### src/rtl/mc_ctrl_pkg.sv
// mc_ctrl_pkg: shared constants for the multi-cycle controller.
// Holds FSM state codes, opcode/funct values, instruction-class indices
// and the encodings of the npc_sel, wd_sel, dst_sel and alu_op outputs.
package mc_ctrl_pkg;

    localparam int unsigned OP_W    = 6;
    localparam int unsigned STATE_W = 3;
    localparam int unsigned SEL_W   = 2;
    localparam int unsigned ALU_W   = 3;
    localparam int unsigned CNT_W   = 32;

    typedef enum logic [STATE_W-1:0] {
        S_FETCH  = 3'd0,
        S_DECODE = 3'd1,
        S_EXEC   = 3'd2,
        S_MEM    = 3'd3,
        S_WB     = 3'd4
    } state_e;

    // Primary opcodes (IR[31:26])
    localparam logic [OP_W-1:0] OP_RTYPE = 6'b000000;
    localparam logic [OP_W-1:0] OP_J     = 6'b000010;
    localparam logic [OP_W-1:0] OP_JAL   = 6'b000011;
    localparam logic [OP_W-1:0] OP_BEQ   = 6'b000100;
    localparam logic [OP_W-1:0] OP_BGTZ  = 6'b000111;
    localparam logic [OP_W-1:0] OP_ORI   = 6'b001101;
    localparam logic [OP_W-1:0] OP_LUI   = 6'b001111;
    localparam logic [OP_W-1:0] OP_LW    = 6'b100011;
    localparam logic [OP_W-1:0] OP_SW    = 6'b101011;

    // R-type function codes (IR[5:0])
    localparam logic [OP_W-1:0] FN_JR    = 6'b001000;
    localparam logic [OP_W-1:0] FN_ADDU  = 6'b100001;
    localparam logic [OP_W-1:0] FN_SUBU  = 6'b100011;

    // Bit positions of the one-hot instruction class vector
    localparam int unsigned C_ADDU = 0;
    localparam int unsigned C_SUBU = 1;
    localparam int unsigned C_JR   = 2;
    localparam int unsigned C_ORI  = 3;
    localparam int unsigned C_LUI  = 4;
    localparam int unsigned C_LW   = 5;
    localparam int unsigned C_SW   = 6;
    localparam int unsigned C_BEQ  = 7;
    localparam int unsigned C_BGTZ = 8;
    localparam int unsigned C_J    = 9;
    localparam int unsigned C_JAL  = 10;
    localparam int unsigned CLS_W  = 11;

    // npc_sel encodings
    localparam logic [SEL_W-1:0] NPC_PC4  = 2'd0;
    localparam logic [SEL_W-1:0] NPC_BR   = 2'd1;
    localparam logic [SEL_W-1:0] NPC_JUMP = 2'd2;
    localparam logic [SEL_W-1:0] NPC_RS   = 2'd3;

    // wd_sel encodings
    localparam logic [SEL_W-1:0] WD_ALU  = 2'd0;
    localparam logic [SEL_W-1:0] WD_MEM  = 2'd1;
    localparam logic [SEL_W-1:0] WD_LINK = 2'd2;

    // dst_sel encodings
    localparam logic [SEL_W-1:0] DST_RT = 2'd0;
    localparam logic [SEL_W-1:0] DST_RD = 2'd1;
    localparam logic [SEL_W-1:0] DST_RA = 2'd2;

    // alu_op encodings
    localparam logic [ALU_W-1:0] ALU_ADD = 3'd0;
    localparam logic [ALU_W-1:0] ALU_SUB = 3'd1;
    localparam logic [ALU_W-1:0] ALU_OR  = 3'd2;
    localparam logic [ALU_W-1:0] ALU_LUI = 3'd3;

endpackage

### src/rtl/mc_ctrl_decode.sv
// mc_decode: maps op/funct to a one-hot instruction class.
// Ports: op, funct (instruction fields) -> cls (one-hot, all-zero = undecoded).
module mc_decode
    import mc_ctrl_pkg::*;
(
    input  logic [5:0]       op,
    input  logic [5:0]       funct,
    output logic [CLS_W-1:0] cls
);

    always_comb begin
        cls = '0;
        case (op)
            OP_RTYPE: begin
                case (funct)
                    FN_ADDU: cls[C_ADDU] = 1'b1;
                    FN_SUBU: cls[C_SUBU] = 1'b1;
                    FN_JR:   cls[C_JR]   = 1'b1;
                    default: cls = '0;
                endcase
            end
            OP_ORI:  cls[C_ORI]  = 1'b1;
            OP_LUI:  cls[C_LUI]  = 1'b1;
            OP_LW:   cls[C_LW]   = 1'b1;
            OP_SW:   cls[C_SW]   = 1'b1;
            OP_BEQ:  cls[C_BEQ]  = 1'b1;
            OP_BGTZ: cls[C_BGTZ] = 1'b1;
            OP_J:    cls[C_J]    = 1'b1;
            OP_JAL:  cls[C_JAL]  = 1'b1;
            default: cls = '0;
        endcase
    end

endmodule

### src/rtl/mc_ctrl.sv
// mc_ctrl: multi-cycle MIPS-subset controller (FETCH/DECODE/EXEC/MEM/WB).
// Ports:
//   clk, reset        - clock, synchronous active-high reset
//   op, funct         - instruction fields, stable from DECODE onward
//   zero, gtz         - branch conditions for beq / bgtz
//   pc_we, ir_we, reg_we, mem_we - write enables (combinational)
//   npc_sel, wd_sel, dst_sel, alu_op, ext_op - datapath selects (combinational)
//   state             - registered FSM state
//   illegal           - one-cycle pulse in DECODE for an undecoded instruction
//   retired           - registered count of completed instructions
module mc_ctrl
    import mc_ctrl_pkg::*;
(
    input  logic        clk,
    input  logic        reset,
    input  logic [5:0]  op,
    input  logic [5:0]  funct,
    input  logic        zero,
    input  logic        gtz,
    output logic        pc_we,
    output logic        ir_we,
    output logic        reg_we,
    output logic        mem_we,
    output logic [1:0]  npc_sel,
    output logic [1:0]  wd_sel,
    output logic [1:0]  dst_sel,
    output logic [2:0]  alu_op,
    output logic        ext_op,
    output logic [2:0]  state,
    output logic        illegal,
    output logic [31:0] retired
);

    state_e           state_q;
    state_e           state_d;
    logic [CLS_W-1:0] cls;
    logic             retire;
    logic             pc_we_c;
    logic             ir_we_c;
    logic             reg_we_c;
    logic             mem_we_c;
    logic             illegal_c;

    mc_decode u_decode (
        .op    (op),
        .funct (funct),
        .cls   (cls)
    );

    // State register and retirement counter
    always_ff @(posedge clk) begin
        if (reset) begin
            state_q <= S_FETCH;
            retired <= '0;
        end else begin
            state_q <= state_d;
            if (retire) begin
                retired <= retired + CNT_W'(1);
            end
        end
    end

    // Next-state and output decode
    always_comb begin
        state_d   = S_FETCH;
        retire    = 1'b0;
        pc_we_c   = 1'b0;
        ir_we_c   = 1'b0;
        reg_we_c  = 1'b0;
        mem_we_c  = 1'b0;
        illegal_c = 1'b0;
        npc_sel   = NPC_PC4;
        wd_sel    = WD_ALU;
        dst_sel   = DST_RT;
        alu_op    = ALU_ADD;
        ext_op    = 1'b0;

        case (state_q)
            S_FETCH: begin
                ir_we_c = 1'b1;
                pc_we_c = 1'b1;
                npc_sel = NPC_PC4;
                state_d = S_DECODE;
            end

            S_DECODE: begin
                if (cls[C_J]) begin
                    pc_we_c = 1'b1;
                    npc_sel = NPC_JUMP;
                    retire  = 1'b1;
                    state_d = S_FETCH;
                end else if (cls[C_JR]) begin
                    pc_we_c = 1'b1;
                    npc_sel = NPC_RS;
                    retire  = 1'b1;
                    state_d = S_FETCH;
                end else if (cls[C_JAL]) begin
                    // pc+4 was latched in FETCH, so the link value survives this pc write
                    pc_we_c = 1'b1;
                    npc_sel = NPC_JUMP;
                    state_d = S_WB;
                end else if (cls == '0) begin
                    illegal_c = 1'b1;
                    state_d   = S_FETCH;
                end else begin
                    state_d = S_EXEC;
                end
            end

            S_EXEC: begin
                if (cls[C_ADDU]) begin
                    alu_op  = ALU_ADD;
                    state_d = S_WB;
                end else if (cls[C_SUBU]) begin
                    alu_op  = ALU_SUB;
                    state_d = S_WB;
                end else if (cls[C_ORI]) begin
                    alu_op  = ALU_OR;
                    ext_op  = 1'b0;
                    state_d = S_WB;
                end else if (cls[C_LUI]) begin
                    alu_op  = ALU_LUI;
                    state_d = S_WB;
                end else if (cls[C_LW] || cls[C_SW]) begin
                    alu_op  = ALU_ADD;
                    ext_op  = 1'b1;
                    state_d = S_MEM;
                end else if (cls[C_BEQ]) begin
                    alu_op  = ALU_SUB;
                    pc_we_c = zero;
                    npc_sel = NPC_BR;
                    ext_op  = 1'b1;
                    retire  = 1'b1;
                    state_d = S_FETCH;
                end else if (cls[C_BGTZ]) begin
                    pc_we_c = gtz;
                    npc_sel = NPC_BR;
                    ext_op  = 1'b1;
                    retire  = 1'b1;
                    state_d = S_FETCH;
                end else begin
                    state_d = S_FETCH;
                end
            end

            S_MEM: begin
                if (cls[C_SW]) begin
                    mem_we_c = 1'b1;
                    retire   = 1'b1;
                    state_d  = S_FETCH;
                end else if (cls[C_LW]) begin
                    state_d = S_WB;
                end else begin
                    state_d = S_FETCH;
                end
            end

            S_WB: begin
                reg_we_c = 1'b1;
                retire   = 1'b1;
                state_d  = S_FETCH;
                if (cls[C_ADDU] || cls[C_SUBU]) begin
                    wd_sel  = WD_ALU;
                    dst_sel = DST_RD;
                end else if (cls[C_LW]) begin
                    wd_sel  = WD_MEM;
                    dst_sel = DST_RT;
                end else if (cls[C_JAL]) begin
                    wd_sel  = WD_LINK;
                    dst_sel = DST_RA;
                end else begin
                    wd_sel  = WD_ALU;
                    dst_sel = DST_RT;
                end
            end

            // Unused codes recover to FETCH with everything quiet
            default: begin
                state_d = S_FETCH;
            end
        endcase
    end

    // Reset masks all side effects so a half-finished instruction writes nothing
    assign pc_we   = pc_we_c   & ~reset;
    assign ir_we   = ir_we_c   & ~reset;
    assign reg_we  = reg_we_c  & ~reset;
    assign mem_we  = mem_we_c  & ~reset;
    assign illegal = illegal_c & ~reset;
    assign state   = state_q;

endmodule

### config.mk
export PLATFORM = sky130hd
export DESIGN_NAME = mc_ctrl
export DESIGN_NICKNAME = d
export VERILOG_FILES = /design/src/rtl/mc_ctrl_pkg.sv /design/src/rtl/mc_ctrl_decode.sv /design/src/rtl/mc_ctrl.sv
export SDC_FILE = /design/constraint.sdc
export NUM_CORES = 1
export LEC_CHECK = 0
export ABC_AREA = 1
export BUFFER_PORTS_ARGS = -buffer_cell sky130_fd_sc_hd__buf_2
export CORE_ASPECT_RATIO = 1.1
export CORE_MARGIN = 3
export CORE_UTILIZATION = 50
export CTS_BUF_LIST = sky130_fd_sc_hd__clkbuf_4 sky130_fd_sc_hd__clkbuf_8
export CTS_CLUSTER_SIZE = 14
export DETAILED_ROUTE_END_ITERATION = 8
export PLACE_DENSITY = 0.76
export SLEW_MARGIN = 20
export SYNTH_ARGS = -nofsm -noshare
export SYNTH_HDL_FRONTEND = slang
export SYNTH_SLANG_ARGS = --single-unit
### constraint.sdc
create_clock -name clk -period 2.3 [get_ports clk]
set_clock_uncertainty 0.15 [all_clocks]
set_input_delay 0 -clock clk [delete_from_list [all_inputs] [get_ports clk]]
set_output_delay 0 -clock clk [all_outputs]
set_load 0.05 [all_outputs]
# [After elaboration in Yosys (flattened, before gate mapping)]
# Cells that the tools add are included.
[classes] add_sub_neg=1 n_eq_ne=15 mux=84 n_bitwise=6 n_reduce_logical=5
[op_table] op="two-way mux 1 bit" count=54
[op_table] op="adder 32 x 1 -> 32 bit, second input constant" count=1
[op_table] op="two-way mux 2 bit" count=16
[op_table] op="two-way mux 3 bit" count=10
[op_table] op="== test 6 bit, second input constant" count=4
[op_table] op="== test 6 x 4 -> 1 bit, second input constant" count=3
[op_table] op="== test 6 x 2 -> 1 bit, second input constant" count=2
[op_table] op="== test 6 x 3 -> 1 bit, second input constant" count=2
[op_table] op="one-hot mux 3 bit (4 select lines)" count=1
[op_table] op="logical NOT 11 bit" count=1
[op_table] op="== test 3 x 2 -> 1 bit, second input constant" count=2
[op_table] op="logical NOT 6 bit" count=1
[op_table] op="bitwise AND 1 bit" count=5
[op_table] op="one-hot mux 1 bit (4 select lines)" count=1
[op_table] op="one-hot mux 2 bit (2 select lines)" count=1
[op_table] op="== test 3 x 1 -> 1 bit, second input constant" count=1
[op_table] op="== test 3 bit, second input constant" count=1
[op_table] op="logical NOT 3 bit" count=1
[op_table] op="one-hot mux 1 bit (3 select lines)" count=1
[op_table] op="logical OR 1 bit" count=2
[op_table] op="NOT 1 bit" count=1
[totals] ff_bits=35 inputBits=16 out_inout_bits=50 wordCells=113

# [Longest topological paths before layout]
# Gate-level depths: netlist of the first run.
[logic_depth] depth_word=11 ltp_mapped=11 mapped_depth_nobuf=11

# [By module]
# Synthesis of the first run repeated with hierarchy kept, for this count alone.
[hier_totals] hier_cells=417 hier_area_um2=2373.5
[by_module_without_submodules] mod="mc_ctrl" n_inst=1 cells_per_inst=376 area_each_um2=2198.4 seq_area_each_um2=700.7
[by_module_without_submodules] mod="mc_decode" n_inst=1 cells_per_inst=41 area_each_um2=175.2 seq_area_each_um2=0.0

# [Least setup slack after synthesis of the first run]
# Ideal clock, no wire load.
[synth_path] kind="reg2out" from="register state_q[1], in the netlist state[1]" to="output port alu_op[0]" t_arrival_ns=2.745 required_time_ns=2.150 path_slack_ns=-0.595 stages_incl_launch_ff=5 path_buffers=0 cell_sequence="dfxtp_1 inv_1 nor3_1 inv_1 nor4_1"
[synth_via] elab_chain_cells=2
[synth_lines] element="start, declared" line="mc_ctrl.sv:34" text="state_e state_q;"
[synth_lines] element="start signal, assigned" line="mc_ctrl.sv:56" text="state_q <= state_d;"
[synth_lines] element="== test 3 x 2 -> 1 bit" line="mc_ctrl.sv:78" text="case (state_q)"
[synth_lines] element="two-way mux 2 bit" line="mc_ctrl.sv:78"
[synth_lines] element="end, declared" line="mc_ctrl.sv:27" text="output logic [2:0] alu_op,"
# Every way passes these cells.

# [Final worst setup path of the first run]
[layout_path] from="register retired[0]" to="register retired[16]"
[layout_via] elab_chain_cells=1
[layout_lines] element="start, declared" line="mc_ctrl.sv:31" text="output logic [31:0] retired"
[layout_lines] element="start signal, assigned" line="mc_ctrl.sv:58" text="retired <= retired + CNT_W'(1);"
[layout_lines] element="adder 32 x 1 -> 32 bit" line="mc_ctrl.sv:58"
# Every way passes these cells.
# A chain may end at the register's enable or synchronous reset.

==> results_dict.tcl, run 1 <==
set metrics [dict create \
    run_status "finished, final reports clean" \
    cts_max_path_buffers 2 \
    track_usage 0.279 \
    die_w_um 75.2 \
    drive_above_1_share 0.185 \
    clock_latency_ns 0.30 \
    design.core.area_um2 5030 \
    r2r-end "retired[16]" \
    syn_avg_cell_area_um2 5.93 \
    synth_cell_type_count 27 \
    die_height_um 82.1 \
    syn-instance-count 444 \
    final_core_util 0.614 \
    timing.rr.start "retired[0]" \
    synth_edf_count 0 \
    criticalPathCategory "reg -> reg" \
    dp_slack_ns 0.357 \
    start_util 0.523 \
    port_buffers 64 \
    netlist_area_um2 2630 \
    clock_sinks 35 \
    post_cts_resized 0 \
    required_ns 2.38 \
    fmax_mhz 497 \
    clkTransAtPathRegs_ns 0.08 \
    rsz0062_at_grt "no" \
    power_density_nw_per_um2 419 \
    cts_buffers 5 \
    vias 3092 \
    fin_crit_ns 2.01 \
    overflow 0 \
    wire_per_inst_um 14.7 \
    async_flop_share 0 \
    endpoint_kind "flip-flop" \
    row_count 27 \
    synth_area_leaders "dfxtp_1, nand2_1, nor2_1" \
    report.final.setup_viol 0 \
    drc 0 \
    clock-root-buffer "clkbuf_8" \
    yosysTopAreaCell "dfxtp_1" \
    ys_ff_latch 35 \
    grtUsageMet3 0.0460 \
    wl_mm 8.28 \
    worst-r2r-setup-slack_ns 0.29 \
    whs_ns 0.0635 \
    min_path_type "in -> reg" \
    final_nets 520 \
    grt_antenna_before_repair 0 \
    htree_levels 2 \
    first_global_vias 2707 \
    total_leakage_power_nw 1.33 \
    hold_viol 0 \
    met2_usage 0.489 \
    ant_nets 0 \
    place.gp.congestion 0.887 \
    yosysSeqAreaShare 0.266 \
    hold_path_depth 6 \
    viasPerCell 5.50 \
    die_area_um2 6180 \
    syn_nets 461 \
    vdd_drop_max_v 0.000295 \
    dpl_cell_area_um2 2970 \
    yosysWarnings 0 \
    worstHoldStart "op[4]" \
    grt_pass1_wl_mm 13.2 \
    cp.arrival_ns 2.09 \
    whs_endpoint "state[0]" \
    synth_ff_type "dfxtp_1" \
    grtUsageMet1 0.354 \
    synthToLayoutAreaGrowth_pct 17.4 \
    netlist.area_leader.share 0.266 \
    cp_max_fo 8 \
    max_cap_viol_count 0 \
    crit_path_start_kind "flip-flop" \
    cts_tree "built" \
    ff2ff_path_depth 8 \
    nFillCells 505 \
    gr-max-usage-layer "met2" \
    finalMaxSlewViolations 0 \
    setup_slack_ns 0.287 \
    firstDrtPassIters 5 \
    fin_tns_setup_ns 0 \
    dpl.hpwl_mm 6.12 \
    ios 66 \
    grt_max_degree 34 \
    drt_iter0_markers 205 \
    n_antenna_cell 0 \
    design_area_um2 3090 \
    period_share 0.875 \
]
critical path, stage by stage, from the launching register on:
cell	delay [ns]
dfxtp_1	0.48
ha_1	0.33
nand3_1	0.19
inv_1	0.15
nand2_1	0.15
nor2_1	0.15
xor2_1	0.16
nand2_1	0.07
a21oi_1	0.12
through the flow:
step / total power [W] / instances
2_1_floorplan: 0.000694 / 444
3_3_place_gp: 0.000724 / 553
3_5_place_dp: 0.000725 / 553
4_1_cts: 0.00130 / 562
5_1_grt: 0.00133 / 562
6_report: 0.00130 / 562
synthesized netlist by cell type (4+ instances only):
cell type / number
a21oi_1: 33
buf_2: 9
clkbuf_1: 4
dfxtp_1: 35
inv_1: 27
nand2_1: 149
nand2_2: 5
nand3_1: 10
nand3b_1: 14
nand4_1: 34
nor2_1: 79
o21ai_0: 6
xnor2_1: 5
xor2_1: 10
sequential cells by signal, indices dropped and copies added, names as in the netlist:
register / flops
retired: 32
state: 3
power by group:
part | leakage (nW) | switching (W) | internal (W)
clock | 0.0581 | 0.000260 | 0.000323
combinational | 0.988 | 0.0000752 | 0.0000280
sequential | 0.282 | 0.00000276 | 0.000607
cell usage in the layout (no fill, tap or decap), types with 5 or more instances in the layout:
cell        n
nand3b_1   14
nor2_1     79
inv_1      27
o21ai_0     6
nand4_1    34
buf_2      64
dfxtp_1    35
nand3_1    10
xnor2_1     5
clkbuf_8    5
xor2_1     10
nand2_2     5
buf_4       5
nand2_1   149
a21oi_1    33
layer usage:
metal	wire, um	vias to the layer above	part of all wire
li1	-	1557	-
met1	3520	1397	0.43
met2	4100	124	0.50
met3	537	14	0.065
met4	116	0	0.014
met5	0	-	0
area by class of cell:
type	instances	area, um2	area share
multi-input cells	361	1730	0.558
flip-flops and latches	35	701	0.227
repair buffers	70	368	0.119
inverters	30	113	0.0364
well taps	58	72.6	0.0235
clock buffers	5	68.8	0.0222
clock inverters	3	43.8	0.0142
repair_timing:
action / CTS / global route
hold endpoints to repair: 15 / 0
hold buffers: 1 / 0
setup endpoints to repair: 0 / 0
setup buffers: 0 / 0
how the worst max path moves through the flow:
stage,from,to,slack [ns]
after detailed placement,retired[0],retired[16],0.36
after floorplan,state[2],wd_sel[1],0.06
after global routing,retired[0],retired[24],0.14
after global placement,retired[0],retired[16],0.40
final,retired[0],retired[16],0.29
after CTS,retired[0],retired[16],0.31
logic make-up (layout without fill, tap and decap cells):
logic type | after synthesis | count (layout) | share of synthesized area
AO/OA/AOI/OAI | 39 | 39 | 0.0741
XOR/XNOR | 15 | 15 | 0.0499
adder cells (fa/ha/maj) | 1 | 1 | 0.00475
buffers and inverters | 48 | 108 | 0.0841
flip-flops | 35 | 35 | 0.266
other | 1 | 1 | 0.00142
AND/OR/NAND/NOR | 305 | 305 | 0.520
No activity file was read; power rests on OpenSTA's default activity.
==> run 2, diff against run 1 <==
--- a/config.mk
+++ b/config.mk
@@ -14,6 +14,7 @@
 export CTS_CLUSTER_SIZE = 14
 export DETAILED_ROUTE_END_ITERATION = 8
 export PLACE_DENSITY = 0.76
+export SKIP_LAST_GASP = 1
 export SLEW_MARGIN = 20
 export SYNTH_ARGS = -nofsm -noshare
 export SYNTH_HDL_FRONTEND = slang
==> constraint.sdc (replaced) <==
create_clock -name clk -period 2.3 [get_ports clk]
set_clock_uncertainty 0.15 [all_clocks]
set_input_delay 0 -clock clk [delete_from_list [all_inputs] [get_ports clk]]
set_output_delay 0 -clock clk [all_outputs]
set_load 0.1 [all_outputs]
==> results_dict.tcl, run 2 (synthesis gave the netlist of run 1 again) <==
set metrics [dict create \
    row_count 27 \
    final_nets 518 \
    largest_reg_flops 32 \
    grt_pass1_wl_mm 13.5 \
    power_density_nw_per_um2 422 \
    cts_max_path_buffers 2 \
    wl_mm 8.10 \
    min_path_type "in -> reg" \
    firstDrtPassIters 5 \
    port_buffers 64 \
    hold_viol 0 \
    fin_crit_ns 2.07 \
    vdd_drop_max_v 0.000322 \
    die_area_um2 6180 \
    die_height_um 82.1 \
    start_util 0.523 \
    required_ns 2.15 \
    whs_ns 0.0865 \
    cp_max_fo 4 \
    final_cell_mix "nand2_1, nor2_1, buf_2" \
    drc 0 \
    run_status "finished, final reports clean" \
    clock-root-buffer "clkbuf_8" \
    drive_above_1_share 0.213 \
    ios 66 \
    rsz0062_at_grt "no" \
    period_share 0.900 \
    slew_headroom 0.528 \
    place.gp.congestion 0.917 \
    post_cts_buffers 0 \
    max_cap_viol_count 0 \
    drt_iter0_markers 208 \
    clock_latency_ns 0.29 \
    final_core_util 0.621 \
    place_inst 552 \
    endpoint_kind "primary output" \
    report.final.setup_viol 0 \
    total_leakage_power_nw 1.32 \
    top_register "retired" \
    clkTransAtPathRegs_ns 0.07 \
    die_w_um 75.2 \
    ant_nets 0 \
    fin_tns_setup_ns 0 \
    crit_path_start_kind "flip-flop" \
    first_global_vias 2894 \
    synthToLayoutAreaGrowth_pct 18.6 \
    dpl.hpwl_mm 6.07 \
    track_usage 0.279 \
    cts_tree "built" \
    cts_buffers 5 \
    finalMaxSlewViolations 0 \
    grt_antenna_before_repair 0 \
    design.core.area_um2 5030 \
    grt_max_degree 36 \
    final_common_cell "nand2_1" \
    htree_levels 2 \
    cp.arrival_ns 1.92 \
    n_antenna_cell 0 \
    vias 3122 \
    viasPerCell 5.58 \
    final_cells 560 \
    wire_per_inst_um 14.5 \
    overflow 0 \
    nFillCells 507 \
    criticalPathCategory "reg -> out" \
    fmax_mhz 483 \
    clock_sinks 35 \
    worstMarginPinSlew_ns 0.708 \
]
==> run 2: power breakdown <==
group          internal (W)  switching [W]
Combinational     0.0000274       0.000104
Clock              0.000323       0.000255
Sequential         0.000606     0.00000262
Total              0.000956       0.000362
==> run 2: layout make-up <==
| type | instances | area [um2] | share of cell area |
|---|---|---|---|
| inverter | 30 | 113 | 0.0360 |
| timing repair buffer | 68 | 353 | 0.113 |
| multi-input combinational | 361 | 1760 | 0.564 |
| tap | 58 | 72.6 | 0.0232 |
| clock inverter | 3 | 43.8 | 0.0140 |
| sequential | 35 | 712 | 0.228 |
| clock buffer | 5 | 68.8 | 0.0220 |
==> run 2: through the flow <==
| step | worst slack [ns] | cell area [um2] | total power, W |
|---|---|---|---|
| 5_1_grt | 0.00330 | 3120 | 0.00137 |
| 4_1_cts | 0.175 | 3120 | 0.00132 |
| 6_report | 0.230 | 3120 | 0.00132 |
| 3_3_place_gp | 0.341 | 3010 | 0.000752 |
| 2_1_floorplan | -0.155 | 2700 | 0.000722 |
| 3_5_place_dp | 0.351 | 3010 | 0.000753 |
==> run 2: path summary, 6_finish.rpt <==
kind               startpoint           to  slack (ns)  depth (start not counted)
setup reg to reg   retired[0]  retired[16]        0.31                          8
setup / recovery     state[1]    alu_op[0]        0.23                          5
hold reg to reg   retired[31]  retired[31]        0.37                          2
hold / removal          op[4]     state[0]        0.09                          6
==> run 2: repair_timing <==
| item | 4_1_cts | 5_1_grt |
|---|---|---|
| gates resized for setup | 0 | 1 |
| endpoints found under the setup margin | 0 | 1 |
| hold buffers | 0 | 0 |
==> run 2: routing by layer <==
metal / share of wire / GRT usage
met5: 0 / 0
met4: 0.024 / 0.0997
met3: 0.053 / 0.0484
met2: 0.49 / 0.470
met1: 0.43 / 0.355
==> run 2: critical path: stages, from the launching register on <==
cell and delay (ns):
dfxtp_4 0.35, inv_1 0.06, nor3_1 0.28, inv_1 0.20, nor4_4 0.29, buf_2 0.46
